--- src/rtl/riscuva_irq_pkg.sv ---
// rtl/riscuva_irq_pkg.sv - shared types and constants for the RISCuva interrupt controller
package riscuva_irq_pkg;

   typedef enum logic [1:0] {
      IDLE    = 2'd0,
      REQ     = 2'd1,
      SERVICE = 2'd2
   } irqState_t;

   localparam logic [1:0] REG_PEND = 2'd0;
   localparam logic [1:0] REG_MASK = 2'd1;
   localparam logic [1:0] REG_EDGE = 2'd2;
   localparam logic [1:0] REG_VECT = 2'd3;

   localparam logic [3:0] SPURIOUS_CODE = 4'h8;

endpackage

--- src/rtl/irq_prio_enc.sv ---
// rtl/irq_prio_enc.sv - find-first-set priority encoder, lowest index wins
module irq_prio_enc #(
   parameter int N_SRC = 8
) (
   input  logic [N_SRC-1:0] req_i,
   output logic             valid_o,
   output logic [3:0]       index_o
);

   // Scan from the top down so the lowest set index is the last one written.
   always_comb begin
      valid_o = 1'b0;
      index_o = 4'h0;
      for (int i = N_SRC - 1; i >= 0; i--) begin
         if (req_i[i]) begin
            valid_o = 1'b1;
            index_o = 4'(i);
         end
      end
   end

endmodule

--- src/rtl/riscuva_irq_ctrl.sv ---
// rtl/riscuva_irq_ctrl.sv - prioritised 8-source interrupt controller on the RISCuva port bus
module riscuva_irq_ctrl
   import riscuva_irq_pkg::*;
#(
   parameter int         N_SRC = 8,
   parameter logic [7:0] BASE  = 8'hF0
) (
   input  logic             clk,
   input  logic             reset_n,
   input  logic [N_SRC-1:0] irqSrc,
   output logic             intReq,
   input  logic             intAck,
   input  logic [7:0]       portAddress,
   input  logic             portRead,
   input  logic             portWrite,
   input  logic [7:0]       portWrData,
   output logic [7:0]       portRdData,
   output logic             portSel
);

   logic [N_SRC-1:0] sync1_q, sync2_q, sync3_q;
   logic [N_SRC-1:0] pend_q, pend_d;
   logic [N_SRC-1:0] mask_q, edge_q;
   logic [N_SRC-1:0] rise, w1c, claim_clr;
   logic [3:0]       code_q, code_d;
   logic             in_service_q, in_service_d;
   logic             ack_q, ack_rise;
   logic             int_req_q;
   logic             claim_hit, claim_spur;
   logic             blk_hit, wr_pend, wr_mask, wr_edge;
   logic             cand_valid;
   logic [3:0]       cand_idx;
   logic [7:0]       rd_data;
   irqState_t        state_q, state_d;

   assign blk_hit = (portAddress[7:2] == BASE[7:2]);
   assign portSel = blk_hit & portRead;
   assign wr_pend = blk_hit & portWrite & (portAddress[1:0] == REG_PEND);
   assign wr_mask = blk_hit & portWrite & (portAddress[1:0] == REG_MASK);
   assign wr_edge = blk_hit & portWrite & (portAddress[1:0] == REG_EDGE);

   assign rise     = sync2_q & ~sync3_q;
   assign w1c      = wr_pend ? portWrData[N_SRC-1:0] : '0;
   assign ack_rise = intAck & ~ack_q;
   assign intReq   = int_req_q;

   irq_prio_enc #(.N_SRC(N_SRC)) u_prio (
      .req_i   (pend_q & mask_q),
      .valid_o (cand_valid),
      .index_o (cand_idx)
   );

   // Two-stage synchronizer plus a third stage for rising-edge detection.
   always_ff @(posedge clk) begin
      if (!reset_n) begin
         sync1_q <= '0;
         sync2_q <= '0;
         sync3_q <= '0;
      end else begin
         sync1_q <= irqSrc;
         sync2_q <= sync1_q;
         sync3_q <= sync2_q;
      end
   end

   // Edge bits latch rises and clear on W1C or claim (set wins); level bits track sync2.
   always_comb begin
      pend_d    = '0;
      claim_clr = '0;
      for (int i = 0; i < N_SRC; i++) begin
         claim_clr[i] = claim_hit && (cand_idx == 4'(i)) && edge_q[i];
         if (edge_q[i]) begin
            pend_d[i] = rise[i] | (pend_q[i] & ~(w1c[i] | claim_clr[i]));
         end else begin
            pend_d[i] = sync2_q[i];
         end
      end
   end

   // Configuration and pending registers.
   always_ff @(posedge clk) begin
      if (!reset_n) begin
         pend_q <= '0;
         mask_q <= '0;
         edge_q <= '0;
      end else begin
         pend_q <= pend_d;
         if (wr_mask) mask_q <= portWrData[N_SRC-1:0];
         if (wr_edge) edge_q <= portWrData[N_SRC-1:0];
      end
   end

   // Request/service sequencing; an ack seen from IDLE is a raced withdrawal.
   always_comb begin
      state_d      = state_q;
      code_d       = code_q;
      in_service_d = in_service_q;
      claim_hit    = 1'b0;
      claim_spur   = 1'b0;
      case (state_q)
         IDLE: begin
            if (ack_rise) begin
               state_d    = SERVICE;
               claim_spur = 1'b1;
            end else if (cand_valid && !intAck) begin
               state_d = REQ;
            end
         end
         REQ: begin
            if (ack_rise) begin
               state_d    = SERVICE;
               claim_hit  = cand_valid;
               claim_spur = !cand_valid;
            end else if (!cand_valid) begin
               state_d = IDLE;
            end
         end
         SERVICE: begin
            if (!intAck) begin
               state_d      = IDLE;
               in_service_d = 1'b0;
            end
         end
         default: state_d = IDLE;
      endcase
      if (claim_hit) begin
         code_d       = cand_idx;
         in_service_d = 1'b1;
      end else if (claim_spur) begin
         code_d       = SPURIOUS_CODE;
         in_service_d = 1'b1;
      end
   end

   // FSM state, vector register and registered request output.
   always_ff @(posedge clk) begin
      if (!reset_n) begin
         state_q      <= IDLE;
         code_q       <= 4'h0;
         in_service_q <= 1'b0;
         ack_q        <= 1'b0;
         int_req_q    <= 1'b0;
      end else begin
         state_q      <= state_d;
         code_q       <= code_d;
         in_service_q <= in_service_d;
         ack_q        <= intAck;
         int_req_q    <= (state_d == REQ);
      end
   end

   // Combinational read mux, forced to zero when the block is not selected.
   always_comb begin
      rd_data = 8'h00;
      case (portAddress[1:0])
         REG_PEND: rd_data = 8'(pend_q);
         REG_MASK: rd_data = 8'(mask_q);
         REG_EDGE: rd_data = 8'(edge_q);
         REG_VECT: rd_data = {in_service_q, 3'b000, code_q};
         default:  rd_data = 8'h00;
      endcase
      portRdData = portSel ? rd_data : 8'h00;
   end

endmodule

--- config.mk ---
export PLATFORM = sky130hd
export DESIGN_NAME = riscuva_irq_ctrl
export DESIGN_NICKNAME = d
export VERILOG_FILES = /design/src/rtl/riscuva_irq_pkg.sv /design/src/rtl/irq_prio_enc.sv /design/src/rtl/riscuva_irq_ctrl.sv
export SDC_FILE = /design/constraint.sdc
export NUM_CORES = 1
export LEC_CHECK = 0
export ABC_AREA = 1
export CAP_MARGIN = 20
export CORE_AREA = 2 2 87 89
export DETAILED_ROUTE_END_ITERATION = 6
export DIE_AREA = 0 0 89 91
export PLACE_DENSITY = 0.57
export SLEW_MARGIN = 40
export SYNTH_ARGS = -nofsm -noshare
export SYNTH_HDL_FRONTEND = slang
export SYNTH_SLANG_ARGS = --single-unit
--- constraint.sdc ---
create_clock -name clk -period 2.6 [get_ports clk]
set_clock_uncertainty 0.2 [all_clocks]
set_input_delay 0.39 -clock clk [delete_from_list [all_inputs] [get_ports clk]]
set_output_delay 0.39 -clock clk [all_outputs]
set_load 0.01 [all_outputs]
==> flow_summary.toml <==
[power_and_ir_drop]
power_density_nw_per_um2 = 581
ir_drop_uv = 257
p_leak_nw = 1.46

[layout]
fin_nets = 424
diodes = 0
drive_gt1_frac = 0.118
fillers = 757
fin_util = 0.448
instances_no_fill = 499
syn2layout_area_growth_pct = 31.3

[critical_path]
crit_type = "in2out"
reg2reg_slack_ns = 0.97
endpoint_kind = "output port"
cp_data_required_time_ns = 2.01
cp_max_fo = 6
crit_arrival_ns = 1.91
startpoint_type = "input port"

[placement]
io_buffer_count = 38
place_ws_ns = -0.128
dpl.hpwl_mm = 4.26
place_congestion = 0.873
dp.cells = 482

[sta]
post-route-period-util = 0.962
final-max-slew-violation-count = 0
rsz0062_at_grt = "false"
postLayoutSetupSlackWorst_ns = 0.0996
whs_ns = 0.213
setup_viol = 0
worstMarginPinSlew_ns = 0.408
period_minus_slack_ns = 2.50
max_freq_mhz = 400
slew-limit-headroom = 0.727
hold_viol = 0
setup_tns_ns = 0

[detailed_routing]
wl_met3_microns = 293
vias = 2220
drt-wirelength-per-cell_microns = 11.3
drt_iter0_markers = 120
wl_met2_mm = 2.67
dr.pass1.iters = 4
drt-met1-wl_mm = 2.53
detail-route-antenna-nets = 0
vias_per_cell = 4.45
highest_layer = "met4"
routed_wirelength_mm = 5.66
drc = 0

[yosys]
synth_cell_types = 29
synthTopCellsByCount = "nand2_1, dfxtp_1, inv_1"
yosys-top-cells-area = "dfxtp_1, nand2_1, a21oi_1"
post-synth-top-count-cell = "nand2_1"
synth.avg_cell_area_sq_um = 7.17
ys_async_sr_fraction = 0
synth-seq-area-share = 0.468
yosysTopAreaCell = "dfxtp_1"
ys.flop_type = "dfxtp_1"
synth_top_area_share = 0.468
yosysWarnings = 0
syn-num-nets = 369
synth_area_sq_um = 2440
synth_edf_count = 0
yosys_register_bits = 57
syn_inst = 340

[job]
drv_cap = 0

[worst_hold_path]
worst_hold_path_type = "reg2reg"

[global_routing]
track_usage = 0.147
grt_pass1_vias = 2072
grt_pass1_wl_mm = 9.08
antenna_found_initial = 0
grt_max_degree = 40
grt.overflow.total = 0

[clocking]
clock_sinks = 57
clock-root-buffer = "clkbuf_8"
cts.htree.levels = 3
cts_buffers = 9
clockBufferDepth = 2
clk_pin_slew_ns = 0.06
cts_tree = "built"
clk_latency_ns = 0.34

[die]
core_sq_um = 7140
io_pins = 39
die_h_microns = 91
initial_utilization = 0.342
die_w_microns = 89
die_area_sq_um = 8100
num_rows = 31

[status]
outcome = "finished clean"
## layer usage
layer / vias up / global-route usage
met3: 16 / 0.0336
li1: 1195 / -
met5: - / 0
met2: 62 / 0.236
met4: 0 / 0.0920
met1: 947 / 0.175
## metrics by stage
| step | instance area (sq um) | power (mW) |
|---|---|---|
| floorplan | 2440 | 0.986 |
| global placement | 3010 | 1.06 |
| detailed placement | 3010 | 1.06 |
| CTS | 3190 | 1.88 |
| global route | 3200 | 1.94 |
| finish | 3200 | 1.86 |
## report_power, final
part | switching [mW] | internal, mW
Clock | 0.354 | 0.465
Sequential | 0.0104 | 0.896
Combinational | 0.0660 | 0.0689
Total | 0.430 | 1.43
## layout make-up
type | instances | area [sq um] | share of cell area
flip-flops and latches | 57 | 1140 | 0.357
well taps | 99 | 124 | 0.0387
multi-input cells | 221 | 1050 | 0.329
inverters | 52 | 195 | 0.0610
clock buffers | 11 | 141 | 0.0442
clock inverters | 5 | 55.1 | 0.0172
repair buffers | 54 | 489 | 0.153
## flip-flops by register name (all words and copies together) (netlist names)
register / count
state_q: 2
intReq: 1
sync2_q: 8
sync3_q: 8
ack_q: 1
edge_q: 8
in_service_q: 1
sync1_q: 8
code_q: 4
pend_q: 8
mask_q: 8
## worst paths after layout
| kind | from | to | depth (start not counted) |
|---|---|---|---|
| worst min register to register | sync1_q[0] | sync2_q[0] | 2 |
| worst min-delay path | sync1_q[0] | sync2_q[0] | 2 |
| worst max-delay path | portAddress[6] | portSel | 7 |
| worst max register to register | pend_q[0] | pend_q[5] | 10 |
## cells by family after synthesis
| logic type | count (synthesis) | synth area share |
|---|---|---|
| simple gates | 157 | 0.290 |
| flops | 57 | 0.468 |
| buf+inv | 62 | 0.0996 |
| compound gates | 64 | 0.142 |
## placed cells by master (no fill, tap or decap), drive strengths merged, types with 9 or more instances in the layout
cell           count
nand3             29
o21ai             12
buf               16
nor2              14
nand2            108
inv               50
clkdlybuf4s50     29
dfxtp             57
clkbuf            11
dlygate4sd2        9
a21oi             45
## worst max-delay path, stage by stage
cell             delay (ns)
clkdlybuf4s50_1        0.45
nand2_1                0.05
nor2_1                 0.12
nand3_1                0.13
inv_2                  0.12
buf_4                  0.11
clkdlybuf4s50_1        0.52
## what timing repair did
item / 4_1_cts / 5_1_grt
gates resized for setup: 10 / 0
hold buffers: 0 / 0
pin swaps: 0 / 1
buffers inserted: 0 / 1
setup endpoints to repair: 8 / 1
(Power assumes the default switching activity.)
